`src/rtl/alu_shift_sequencer.sv`:
```
// Multi-cycle SLL/SRL/SRA sequencer for an ALU that only shifts by 1, 2 or 8 bits.
// Optional step counter output enabled by defining SHIFTSEQ_STATS_EN.
module alu_shift_sequencer (
    input  logic        clk,
    input  logic        rst_n,
    input  logic        start,
    input  logic [1:0]  op,
    input  logic [4:0]  shamt,
    input  logic [31:0] operand,
    input  logic [31:0] alu_result,
    output logic [31:0] alu_a,
    output logic [5:0]  alu_ctrl,
    output logic        busy,
    output logic        done,
    output logic [31:0] result
`ifdef SHIFTSEQ_STATS_EN
    ,
    output logic [31:0] step_count
`endif
);

    localparam int unsigned DATA_W  = 32;
    localparam int unsigned SHAMT_W = 5;
    localparam int unsigned CTRL_W  = 6;
    localparam int unsigned TYPE_W  = 2;

    localparam logic [1:0] S_IDLE  = 2'd0;
    localparam logic [1:0] S_SHIFT = 2'd1;
    localparam logic [1:0] S_DONE  = 2'd2;

    localparam logic [TYPE_W-1:0] OP_SLL  = 2'd0;
    localparam logic [TYPE_W-1:0] OP_SRL  = 2'd1;
    localparam logic [TYPE_W-1:0] OP_RSVD = 2'd3;

    localparam logic [CTRL_W-1:0] CODE_SLL1 = 6'h0A;
    localparam logic [CTRL_W-1:0] CODE_SRL1 = 6'h0D;
    localparam logic [CTRL_W-1:0] CODE_SRA1 = 6'h10;
    localparam logic [CTRL_W-1:0] CODE_NOP  = 6'h00;

    logic [1:0]         state, next_state;
    logic [DATA_W-1:0]  partial, next_partial;
    logic [SHAMT_W-1:0] remaining, next_remaining;
    logic [TYPE_W-1:0]  shift_type, next_type;
    logic [DATA_W-1:0]  next_result;
    logic               next_busy, next_done;
    logic [CTRL_W-1:0]  next_ctrl;

    // Largest fixed distance that does not overshoot the remaining count
    function automatic logic [SHAMT_W-1:0] step_of(input logic [SHAMT_W-1:0] rem);
        if (rem >= SHAMT_W'(8))
            return SHAMT_W'(8);
        else if (rem >= SHAMT_W'(2))
            return SHAMT_W'(2);
        else
            return SHAMT_W'(1);
    endfunction

    // Codes are laid out as base(type) + {0,1,2} for steps {1,2,8}
    function automatic logic [CTRL_W-1:0] step_code(input logic [TYPE_W-1:0]  typ,
                                                    input logic [SHAMT_W-1:0] rem);
        logic [CTRL_W-1:0] base;
        logic [CTRL_W-1:0] idx;
        case (typ)
            OP_SLL:  base = CODE_SLL1;
            OP_SRL:  base = CODE_SRL1;
            default: base = CODE_SRA1;
        endcase
        if (rem >= SHAMT_W'(8))
            idx = CTRL_W'(2);
        else if (rem >= SHAMT_W'(2))
            idx = CTRL_W'(1);
        else
            idx = CTRL_W'(0);
        return base + idx;
    endfunction

    always_comb begin
        next_state     = state;
        next_partial   = partial;
        next_remaining = remaining;
        next_type      = shift_type;
        next_result    = result;
        next_busy      = 1'b0;
        next_done      = 1'b0;
        next_ctrl      = CODE_NOP;

        case (state)
            S_IDLE: begin
                if (start && (op != OP_RSVD)) begin
                    next_partial   = operand;
                    next_remaining = shamt;
                    next_type      = op;
                    next_state     = (shamt == SHAMT_W'(0)) ? S_DONE : S_SHIFT;
                end
            end
            S_SHIFT: begin
                next_partial   = alu_result;
                next_remaining = remaining - step_of(remaining);
                if (next_remaining == SHAMT_W'(0))
                    next_state = S_DONE;
            end
            S_DONE: begin
                next_state = S_IDLE;
            end
            default: begin
                next_state = S_IDLE;
            end
        endcase

        // Outputs are registered, so decode them from the upcoming state
        next_busy = (next_state != S_IDLE);
        next_done = (next_state == S_DONE);
        if (next_state == S_DONE)
            next_result = next_partial;
        if (next_state == S_SHIFT)
            next_ctrl = step_code(next_type, next_remaining);
    end

    always_ff @(posedge clk) begin
        if (!rst_n) begin
            state      <= S_IDLE;
            partial    <= '0;
            remaining  <= '0;
            shift_type <= '0;
            result     <= '0;
            busy       <= 1'b0;
            done       <= 1'b0;
            alu_ctrl   <= CODE_NOP;
        end else begin
            state      <= next_state;
            partial    <= next_partial;
            remaining  <= next_remaining;
            shift_type <= next_type;
            result     <= next_result;
            busy       <= next_busy;
            done       <= next_done;
            alu_ctrl   <= next_ctrl;
        end
    end

    assign alu_a = partial;

`ifdef SHIFTSEQ_STATS_EN
    // Saturating count of SHIFT cycles, cleared only by reset
    always_ff @(posedge clk) begin
        if (!rst_n)
            step_count <= '0;
        else if ((state == S_SHIFT) && (step_count != {DATA_W{1'b1}}))
            step_count <= step_count + DATA_W'(1);
    end
`endif

endmodule

```
`config.mk`:
```
export PLATFORM = sky130hd
export DESIGN_NAME = alu_shift_sequencer
export DESIGN_NICKNAME = d
export VERILOG_FILES = /design/src/rtl/alu_shift_sequencer.sv
export SDC_FILE = /design/constraint.sdc
export NUM_CORES = 1
export LEC_CHECK = 0
export ABC_AREA = 1
export CORE_MARGIN = 2
export CORE_UTILIZATION = 45
export DETAILED_ROUTE_END_ITERATION = 7
export PLACE_DENSITY = 0.87
export SETUP_SLACK_MARGIN = 0.02
export SLEW_MARGIN = 10
export SYNTH_ARGS = -nofsm -noshare
export SYNTH_HDL_FRONTEND = slang
export SYNTH_SLANG_ARGS = --single-unit
```
`constraint.sdc`:
```
create_clock -name clk -period 3.4 [get_ports clk]
set_input_delay 0.68 -clock clk [delete_from_list [all_inputs] [get_ports clk]]
set_output_delay 0.68 -clock clk [all_outputs]
set_load 0.05 [all_outputs]
```
# [Word level (Yosys, flattened, before mapping)]
# Cells that the tools add are included.
[word_totals] regBits=81 latchBits=0 ram_bits=0 romBits=0 in_bits=74 out_inout_bits=72 elab_cells=44 n_memories=0
[classes] addsub=2 mul=0 div=0 order_cmp=4 eq_ne=5 shifts=0 mux=18 bitwise=0 reduce_logical=7
[op_table] op="$pmux W32 S2" count=1
[op_table] op="$mux W32" count=1
[op_table] op="$pmux W5 S2" count=2
[op_table] op="$mux W2" count=7
[op_table] op="$mux W6" count=2
[op_table] op="$ge A5 B2 Y1 const B" count=2
[op_table] op="$ge A5 B4 Y1 const B" count=2
[op_table] op="$logic_not A5 Y1" count=2
[op_table] op="$mux W5" count=2
[op_table] op="$add A6 B6 Y6" count=1
[op_table] op="$eq A2 B1 Y1 const B" count=3
[op_table] op="$sub A5 B5 Y5" count=1
[op_table] op="$logic_not A2 Y1" count=2
[op_table] op="$mux W4" count=1
[op_table] op="$pmux W2 S2" count=1
[op_table] op="$eq A2 B2 Y1 const B" count=1
[op_table] op="$ne A2 B2 Y1 const B" count=1
[op_table] op="$reduce_and A2 Y1" count=1
[op_table] op="$reduce_bool A2 Y1" count=1
[op_table] op="$logic_and A1 B1 Y1" count=1
[op_table] op="$mux W1" count=1

# [Depth between registers and ports, before layout]
# Gate-level depths: netlist of the first run.
[logic_depth] depth_word=11 depth_mapped=19 mapped_depth_nobuf=19

# [Worst setup path before layout of the first run]
# OpenSTA, ideal clock, no wires.
[synth_timing] path_type="reg-to-reg" from="register remaining[4]" to="register alu_ctrl[2]" setup_time_ps=119 arrival_time_ps=2534 required_ps=3281 path_slack_ps=747 stages_incl_launch_ff=19 n_path_buf=0 period_less_slack_ps=2653 path_cell_list="dfxtp_1 nor4_1 ha_1 inv_1 fa_1 nand3_1 nand3_1 nand3_1 nand2_1 inv_1 nand2_1 nor2_1 ha_1 inv_1 fa_1 inv_1 nand2_1 nand2_1 nor2_1"
[synth_via] elab_chain_cells=11 word_cells_on_any_way=19 cone_classes="add/sub: 2; order compare: 4; eq/ne: 1; mux: 10; reduce/logical: 2"
[synth_lines] item="start: declaration" line_no="42" rtl="logic [SHAMT_W-1:0] remaining, next_remaining;"
[synth_lines] item="start signal: assignment" line_no="132" rtl="remaining <= next_remaining;"
[synth_lines] item="$ge A5 B2 Y1" line_no="52" rtl="else if (rem >= SHAMT_W'(2))"
[synth_lines] item="$mux W2" line_no="52"
[synth_lines] item="$mux W4" line_no="50" rtl="if (rem >= SHAMT_W'(8))"
[synth_lines] item="$mux W5" line_no="87" rtl="case (state)"
[synth_lines] item="$sub A5 B5 Y5" line_no="98" rtl="next_remaining = remaining - step_of(remaining);"
[synth_lines] item="$pmux W5 S2" line_no="87"
[synth_lines] item="$ge A5 B2 Y1" line_no="70" rtl="else if (rem >= SHAMT_W'(2))"
[synth_lines] item="$mux W1" line_no="70"
[synth_lines] item="$mux W2" line_no="68" rtl="if (rem >= SHAMT_W'(8))"
[synth_lines] item="$mux W6" line_no="115" rtl="if (next_state == S_SHIFT)"
[synth_lines] item="$add A6 B6 Y6" line_no="74" rtl="return base + idx;"
[synth_lines] item="end signal: assignment" line_no="137" rtl="alu_ctrl <= next_ctrl;"
[synth_lines] item="end: declaration" line_no="12" rtl="output logic [5:0] alu_ctrl,"
# Parallel ways exist; a longest one is shown, timed or not. The select of a mux whose other input is x is not followed.
# A chain may end at the register's enable or synchronous reset.

# [Worst setup path in the final report of the first run]
[layout_timing] from="register remaining[1]" to="register alu_ctrl[2]"
# Same word-level chain as after synthesis.

==> metrics.txt, run 1 <==
CTS Hold Bufs=0; Max Fclk=333.1 MHz; endpoints failing setup=0; post-route clock period utilization=88.29%; row cnt=34; RSZ-0062 raised after global routing=no; CP Depth=18; Worst Path Max Fanout=6; count of state elements after synthesis=80; final hold vios=0; Worst Skew=0.007795 ns; post-route antenna net violation count=0; critical path, cell by cell=nor4_1 > ha_1 > inv_1 > fa_1 > nand3_1 > nand3_1 > nand3_1 > nand2_1 > inv_1 > nand2_1 > nor2_1 > ha_1 > inv_1 > fa_1 > inv_1 > nand2_1 > nand2_1 > nor2_1; initial antenna violation count=0; vias in the first global route=4112; reg2reg path depth=18; family with the most delay on the worst path=adder cells; CP peak stage delay=0.41 ns; most frequent cells in the layout=nor2_1 (171), clkdlybuf4s50_1 (144), dfxtp_1 (80); CTS Buf Count=9; IO buf count=between 100 and 150; IO Count=146; post-route minimum period=between 3 and 4 ns; Worst Setup EP=alu_ctrl[2]$_SDFF_PN0_; Syn Nets=between 600 and 700; Synth async-reset ratio=0%; post-cts sizing count=0; required time of the critical path=between 3 and 4 ns; Clock Latency Late Sink=0.34 ns; first drt pass iteration count=6; Seq/Total Area, Yosys=between 40 and 50%; largest net degree at the start of global routing=45; Crit-path slowest cell=fa_1; Tightest Hold Check Type=register to register; worst slack, placed=0.3238 ns; r2r endpoint=alu_ctrl[2]$_SDFF_PN0_; CP Capture Type=register; full die area=9633 sq um; Slew @ Worst Pin=0.5982 ns; H-Tree Depth=3; largest cells by area after synthesis=dfxtp_1 (40%), nor2_1 (16%), nand2_1 (7.4%); clock-pin slew on the worst setup and hold paths=0.08 ns; Area growth, synth to finish=41.91%; grt total ovfl=0; die span in y=98.15 um; WL final=11860 um; DPL Wire Length=8341 um; Nets=between 700 and 800; post-synthesis cell type count=29; crit path from=remaining[1]$_SDFF_PN0_; final hold slack=between 0.4 and 0.5 ns; Synth top area share=about two fifths; Clock Sinks=80; Initial Util=45.96%; drt drc=0; Worst R2R Setup Slack=0.40 ns; Peak VDD IR=0.3415 mV; fillers=778; Bufs and invs on worst path=4; Max-Cap Viols=0; cell area after synthesis=between 3000 and 4000 sq um; die width=98.15 um; Final Max Slew Viols=0; PwrDens=~650 nW/um^2; clock root buffer=clkbuf_8; syn_area_per_cell=6.901 sq um; RR Startpoint=remaining[1]$_SDFF_PN0_; commonest non-fill, non-tap cell in the layout=nor2_1; core box area=roughly 8700 sq um; Tot GR Track Use=between 20% and 30%; Power, Total=3.694 mW; post-CTS setup buffer count=0; crit path DAT=3.23 ns; EDFF count, synth=0; leading area contributor after synthesis=dfxtp_1; share of cells above drive strength 1=5.501%; Startpoint Class=register; Max clock buf depth=2; post-route design area=5660 sq um; first-pass GRT wire length=19530 um; post-synthesis cell count=578; clock tree from TritonCTS=done; Synth Warn #=0; average routed wire per standard cell=14.51 um; Worst slew margin=60.08%; Placement Cell Area=~5400 sq um; Diodes inserted=0; status=complete, no violations; setup TNS=0 ns; ys flop type=dfxtp_1; setup slack after layout=0.3981 ns; drt initial violations=roughly 200; leak pwr=2.410 nW; DR vias=4354; CP Class=register to register; GPL Wtd Cong=between 0.8 and 0.9; Vias/cell=5.329
## cell families (layout without fill, tap and decap cells)
logic type	count (synthesis)	count (layout)	share of synthesized area [%]
and+or+nand+nor	307	307	31.15
adders and majority gates	7	7	2.572
AOI/OAI and AO/OA	109	109	16.72
DFF	80	80	40.15
other	1	1	0.09401
buffers and inverters	74	205	9.316
## layer usage
metal / vias to the layer above / track usage (%) / part of all wire (%)
met4: 0 / 8.325 / 1.4
met1: 2025 / 32.23 / 44
met3: 17 / 4.724 / 6.9
met2: 186 / 40.46 / 48
li1: 2126 / - / -
met5: - / 0 / 0
## worst reg2reg max path, delay by kind of cell, from the launching register on
| family | cells | cell delay [ns] |
|---|---|---|
| fa+ha+maj | 4 | 1.16 |
| buf+inv | 4 | 0.28 |
| flops | 1 | 0.39 |
| simple gates | 10 | 1.06 |
## cells in the mapped netlist (2+ instances only)
master,count
a21oi_1,39
a22o_1,29
a31oi_1,3
buf_1,4
buf_2,12
buf_4,5
buf_6,8
clkbuf_1,11
dfxtp_1,80
fa_1,2
ha_1,5
inv_1,30
inv_2,4
nand2_1,79
nand2_2,2
nand3_1,45
nand3b_1,3
nor2_1,171
nor2_2,3
o21ai_0,34
## how the worst min path moves through the flow
stage	from	slack (ns)	end	cells after the start
floorplan	remaining[0]$_SDFF_PN0_	0.45	remaining[0]$_SDFF_PN0_	2
global route	remaining[0]$_SDFF_PN0_	0.50	remaining[0]$_SDFF_PN0_	2
global placement	result[5]$_SDFFE_PN0P_	0.46	result[5]$_SDFFE_PN0P_	2
CTS	result[13]$_SDFFE_PN0P_	0.49	result[13]$_SDFFE_PN0P_	2
detailed placement	result[13]$_SDFFE_PN0P_	0.47	result[13]$_SDFFE_PN0P_	2
finish	result[3]$_SDFFE_PN0P_	0.49	result[3]$_SDFFE_PN0P_	2
## sequential cells by signal, summed over array words and instances, names as in the netlist
| register | flops |
|---|---|
| state | 2 |
| alu_a | 32 |
| shift_type | 2 |
| busy | 1 |
| done | 1 |
| remaining | 5 |
| alu_ctrl | 5 |
| result | 32 |
## report_power, final
| group | total (mW) | internal [mW] | switching (mW) | leakage, nW |
|---|---|---|---|---|
| Combinational | 1.72 | 0.614 | 1.11 | 1.64 |
| Sequential | 1.20 | 1.09 | 0.111 | 0.659 |
| Clock | 0.768 | 0.430 | 0.338 | 0.108 |
| Total | 3.69 | 2.13 | 1.56 | 2.41 |
## stage by stage
step           utilization [%]  cells
5_1_grt                  65.22    817
2_1_floorplan                -    578
3_5_place_dp             62.70    802
3_3_place_gp             62.70    802
6_report                 65.22    817
4_1_cts                  65.22    817
## area by class of cell
| type | instances | area [sq um] | share of cell area (%) |
|---|---|---|---|
| Clock buffer | 10 | 137.6 | 2.431 |
| Inverter | 34 | 127.6 | 2.255 |
| Tap cell | 108 | 135.1 | 2.387 |
| Timing Repair Buffer | 156 | 1556 | 27.50 |
| Clock inverter | 5 | 81.33 | 1.437 |
| Multi-Input combinational cell | 424 | 2021 | 35.70 |
| Sequential cell | 80 | 1602 | 28.29 |
No activity file was read; power rests on OpenSTA's default activity.
==> inputs of run 2 (changes only) <==
Settings changed: CORE_MARGIN 2 to 10.
==> metrics.txt, run 2 (synthesized netlist as in run 1, its figures left out) <==
Clock Latency Late Sink=0.34 ns (about the same); IO buf count=144 (unchanged); Worst slew margin=59.05% (-1.0 points); Peak VDD IR=0.4062 mV (+19%); crit path from=remaining[1]$_SDFF_PN0_; Clk pwr share=22.8% (+2.0 points); post-route minimum period=3.014 ns (+0.01175 ns); crit path DAT=3.24 ns (about the same); Tot GR Track Use=19.33% (-5.1 points); DPL Wire Length=9666 um (+16%); endpoints failing setup=0 (unchanged); post-cts sizing count=0 (unchanged); internal power=2.222 mW (+4.1%); Area growth, synth to finish=42.94%; commonest non-fill, non-tap cell in the layout=nor2_1; Max clock buf depth=2 (unchanged); post-route clock period utilization=88.64% (+0.35 points); reg2reg path depth=18 (unchanged); Clock Sinks=80 (unchanged); Worst Setup EP=alu_ctrl[2]$_SDFF_PN0_; WL final=13000 um (+9.7%); leak pwr=2.430 nW (+0.82%); CP Capture Type=register; PwrDens=667.5 nW/um^2 (+2.3%); Startpoint Class=register; post-CTS setup buffer count=0 (unchanged); most frequent cells in the layout=nor2_1 (171), clkdlybuf4s50_1 (144), dfxtp_1 (80); IO Count=146 (unchanged); Vias/cell=5.291 (-0.73%); Reg power frac=31.6% (-0.9 points); Max-Cap Viols=0 (unchanged); final hold vios=0 (unchanged); setup TNS=0 ns (unchanged); Max Fclk=331.8 MHz (-0.39%); core box area=8678 sq um (unchanged); Highest Signal Layer=met4; met2 wire len=6199 um (+9.4%); status=complete, no violations; RSZ-0062 raised after global routing=no; full die area=13030 sq um (+35%); Met1 Wirelength=5555 um (+6.9%); CTS Buf Count=9 (unchanged); share of cells above drive strength 1=5.767% (+0.27 points); first drt pass iteration count=5 (-1); CTS Hold Bufs=0 (unchanged); row cnt=34 (unchanged); clock tree from TritonCTS=done; switching share of total power=41.62% (-0.62 points); clock-pin slew on the worst setup and hold paths=0.08 ns (about the same); clock root buffer=clkbuf_8; RR Startpoint=remaining[1]$_SDFF_PN0_; initial antenna violation count=0 (unchanged); Nets=787 (+0.13%); largest net degree at the start of global routing=35 (-22%); required time of the critical path=3.63 ns (about the same); Slew @ Worst Pin=0.6134 ns (+0.01526 ns); Worst R2R Setup Slack=0.39 ns (about the same); r2r endpoint=alu_ctrl[2]$_SDFF_PN0_; Worst Path Max Fanout=6 (unchanged); H-Tree Depth=3 (unchanged); drt drc=0 (unchanged); final hold slack=0.4842 ns (-0.002805 ns); Worst Skew=0.009175 ns (+0.001380 ns); Comb pwr share=45.6% (-1.1 points); Diodes inserted=0 (unchanged); average routed wire per standard cell=15.88 um (+9.4%); DR vias=4333 (-0.48%); first-pass GRT wire length=21110 um (+8.1%); Final Max Slew Viols=0 (unchanged); Initial Util=45.96% (unchanged); drt initial violations=307 (+57%); grt total ovfl=0 (unchanged); DR WL met3=1065 um (+30%); die width=114.2 um (+16%); vias in the first global route=4210 (+2.4%); Net Sw Power=1.584 mW (+1.5%); die span in y=114.2 um (+16%); CP Class=register to register; post-route antenna net violation count=0 (unchanged); Tightest Hold Check Type=register to register; GPL Wtd Cong=0.8607 (-1.5%)
[run 2: routing by layer]
metal / track usage, % / vias up
met5: 0 / -
met4: 6.433 / 0
met3: 5.136 / 14
met2: 32.57 / 187
met1: 23.25 / 1997
li1: - / 2135
[run 2: power groups by stage]
stage               clock network [mW]  logic, mW  registers (mW)
finish                           0.866       1.74            1.20
global route                     0.924       1.89            1.22
detailed placement                   0       1.73            1.22
global placement                     0       1.69            1.21
CTS                              0.885       1.74            1.20
floorplan                            0      0.755            1.66
[run 2: critical path: stages (launching register included)]
cell and delay, ns:
dfxtp_1 0.39, nor4_1 0.31, ha_1 0.21, inv_1 0.06, fa_1 0.41, nand3_1 0.14
nand3_1 0.11, nand3_1 0.10, nand2_1 0.06, inv_1 0.07, nand2_1 0.08, nor2_1 0.11
ha_1 0.17, inv_1 0.05, fa_1 0.38, inv_1 0.09, nand2_1 0.05, nand2_1 0.07
nor2_1 0.04
[run 2: worst min-delay path by stage]
| stage | endpoint | from | cells after the start | slack (ns) |
|---|---|---|---|---|
| 2_1_floorplan | remaining[0]$_SDFF_PN0_ | remaining[0]$_SDFF_PN0_ | 2 | 0.45 |
| 3_3_place_gp | result[3]$_SDFFE_PN0P_ | result[3]$_SDFFE_PN0P_ | 2 | 0.46 |
| 3_5_place_dp | result[3]$_SDFFE_PN0P_ | result[3]$_SDFFE_PN0P_ | 2 | 0.47 |
| 4_1_cts | remaining[0]$_SDFF_PN0_ | remaining[0]$_SDFF_PN0_ | 2 | 0.49 |
| 5_1_grt | result[1]$_SDFFE_PN0P_ | result[1]$_SDFFE_PN0P_ | 2 | 0.52 |
| 6_report | remaining[0]$_SDFF_PN0_ | remaining[0]$_SDFF_PN0_ | 2 | 0.48 |
[run 2: through the flow]
step | util (%) | instances | worst slack [ns] | instance area [sq um] | power [mW]
after floorplan | - | 578 | 0.7467 | 3989 | 2.418
after global placement | 62.79 | 803 | 0.3452 | 5449 | 2.905
after detailed placement | 62.79 | 803 | 0.2480 | 5449 | 2.952
after CTS | 65.70 | 819 | 0.4075 | 5702 | 3.825
after global routing | 65.70 | 819 | 0.1266 | 5702 | 4.036
final | 65.70 | 819 | 0.3863 | 5702 | 3.806
[run 2: cell type report]
type                            count  area [sq um]
Clock buffer                       10         137.6
Clock inverter                      6         115.1
Fill cell                         758          2977
Inverter                           34         127.6
Multi-Input combinational cell    424          2021
Sequential cell                    80          1602
Tap cell                          108         135.1
Timing Repair Buffer              157          1564
==> inputs of run 3 (changes only) <==
Settings changed: CORE_MARGIN 10 to default, SLEW_MARGIN 10 to default.
==> metrics.txt, run 3 (synthesized netlist as in run 1, its figures left out) <==
met3 usage=5.371% (+0.23 points); Max-Cap Viols=0 (unchanged); fillers=696 (-8.2%); DPL Wire Length=8108 um (-16%); endpoints failing setup=0 (unchanged); RR Startpoint=remaining[1]$_SDFF_PN0_; post-CTS setup buffer count=0 (unchanged); grt total ovfl=0 (unchanged); die span in y=96.15 um (-16%); crit path DAT=3.17 ns (-0.07 ns); Worst slew margin=45.04% (-14 points); post-route antenna net violation count=0 (unchanged); H-Tree Depth=3 (unchanged); r2r endpoint=alu_ctrl[2]$_SDFF_PN0_; first drt pass iteration count=5 (unchanged); CTS Hold Bufs=0 (unchanged); RSZ-0062 raised after global routing=no; clock tree from TritonCTS=done; CTS Buf Count=9 (unchanged); Global Route met2 Usage=41.55% (+9.0 points); drt drc=0 (unchanged); clock root buffer=clkbuf_8; largest net degree at the start of global routing=41 (+17%); die width=96.15 um (-16%); Non-Filler Instances=817 (-0.24%); core box area=8382 sq um (-3.4%); average routed wire per standard cell=14.00 um (-12%); Hold Path Origin=result[15]$_SDFFE_PN0P_; GR Util met1=30.64% (+7.4 points); drt initial violations=192 (-37%); IO Count=146 (unchanged); Worst Skew=0.006185 ns (-0.002990 ns); GPL Wtd Cong=0.9642 (+12%); Tightest Hold Check Type=register to register; Clock Latency Late Sink=0.34 ns (about the same); required time of the critical path=3.64 ns (about the same); Worst Path Max Fanout=6 (unchanged); post-route minimum period=2.933 ns (-0.08029 ns); Vias/cell=5.284 (-0.13%); hold depth=2 (unchanged); reg2reg path depth=18 (unchanged); IO buf count=144 (unchanged); Clock Sinks=80 (unchanged); clock-pin slew on the worst setup and hold paths=0.08 ns (about the same); CP Class=register to register; setup TNS=0 ns (unchanged); vias in the first global route=3979 (-5.5%); Slew @ Worst Pin=0.8235 ns (+0.2101 ns); full die area=9245 sq um (-29%); Diodes inserted=0 (unchanged); most frequent cells in the layout=nor2_1 (171), clkdlybuf4s50_1 (144), dfxtp_1 (80); Max clock buf depth=2 (unchanged); final hold vios=0 (unchanged); final core occ=68.13% (+2.4 points); PwrDens=660.3 nW/um^2 (-1.1%); Max Fclk=340.9 MHz (+2.7%); CP Capture Type=register; share of cells above drive strength 1=5.758% (-0.0081 points); initial antenna violation count=0 (unchanged); Power, Total=3.771 mW (-0.92%); post-cts sizing count=0 (unchanged); status=complete, no violations; worst slack, placed=0.2570 ns (+0.009043 ns); leak pwr=2.439 nW (+0.39%); first-pass GRT wire length=17930 um (-15%); Tot GR Track Use=24.95% (+5.6 points); Startpoint Class=register; DP Cell Count=801 (-0.25%); DR vias=4317 (-0.37%); Area growth, synth to finish=43.16%; Top Usage Layer GRT=met2; commonest non-fill, non-tap cell in the layout=nor2_1; setup slack after layout=0.4666 ns (+0.08029 ns); row cnt=33 (-2.9%); Nets=788 (+0.13%); Hold EP=result[15]$_SDFFE_PN0P_; Initial Util=47.59% (+1.6 points); Worst R2R Setup Slack=0.47 ns (+0.08 ns); post-route clock period utilization=86.28% (-2.4 points); WL final=11430 um (-12%); Peak VDD IR=0.3362 mV (-17%); Final Max Slew Viols=0 (unchanged)
run 3: cell count changes in the layout (fill, tap and decap cells not counted):
cell	previous run	this run
buf_12	2	3
clkbuf_1	0	1
clkinv_2	0	1
clkinvlp_4	1	0
inv_6	1	0
run 3: how the worst max path moves through the flow:
stage                     cells after the start                endpoint                    start  slack [ns]
final                                        18  alu_ctrl[2]$_SDFF_PN0_  remaining[1]$_SDFF_PN0_        0.47
after global routing                         18  alu_ctrl[2]$_SDFF_PN0_  remaining[1]$_SDFF_PN0_        0.19
after CTS                                    18  alu_ctrl[2]$_SDFF_PN0_  remaining[1]$_SDFF_PN0_        0.48
after detailed placement                     17  alu_ctrl[2]$_SDFF_PN0_                    op[1]        0.26
after global placement                       17  alu_ctrl[2]$_SDFF_PN0_                    op[0]        0.36
after floorplan                              18  alu_ctrl[2]$_SDFF_PN0_  remaining[4]$_SDFF_PN0_        0.75
run 3: metrics by stage:
stage	hold slack [ns]	cell area (sq um)
CTS	0.4853	5710
detailed placement	0.4708	5465
global route	0.5067	5710
finish	0.4870	5710
floorplan	0.4517	3989
global placement	0.4628	5465
run 3: per-layer routing:
metal,routed length (um),vias up
met5,0,-
met4,269,0
met3,899,30
met2,5284,186
met1,4980,1965
li1,-,2136
run 3: final cells by class:
type | instances | area [sq um] | area share (%)
Multi-Input combinational cell | 424 | 2021 | 35.39
Timing Repair Buffer | 158 | 1584 | 27.74
Tap cell | 105 | 131.4 | 2.301
Clock inverter | 5 | 103.9 | 1.819
Inverter | 34 | 127.6 | 2.235
Sequential cell | 80 | 1602 | 28.05
Clock buffer | 11 | 141.4 | 2.476
run 3: critical path, stage by stage (launching register included):
cell and delay, ns:
dfxtp_1 0.39, nor4_1 0.30, ha_1 0.20, inv_1 0.06
fa_1 0.40, nand3_1 0.12, nand3_1 0.10, nand3_1 0.10
nand2_1 0.05, inv_1 0.07, nand2_1 0.09, nor2_1 0.12
ha_1 0.18, inv_1 0.05, fa_1 0.37, inv_1 0.08
nand2_1 0.05, nand2_1 0.07, nor2_1 0.04
run 3: power by group:
group / total (mW) / internal (mW) / switching, mW
sequential: 1.20 / 1.09 / 0.113
combinational: 1.72 / 0.623 / 1.10
clock: 0.846 / 0.508 / 0.338
total: 3.77 / 2.22 / 1.55
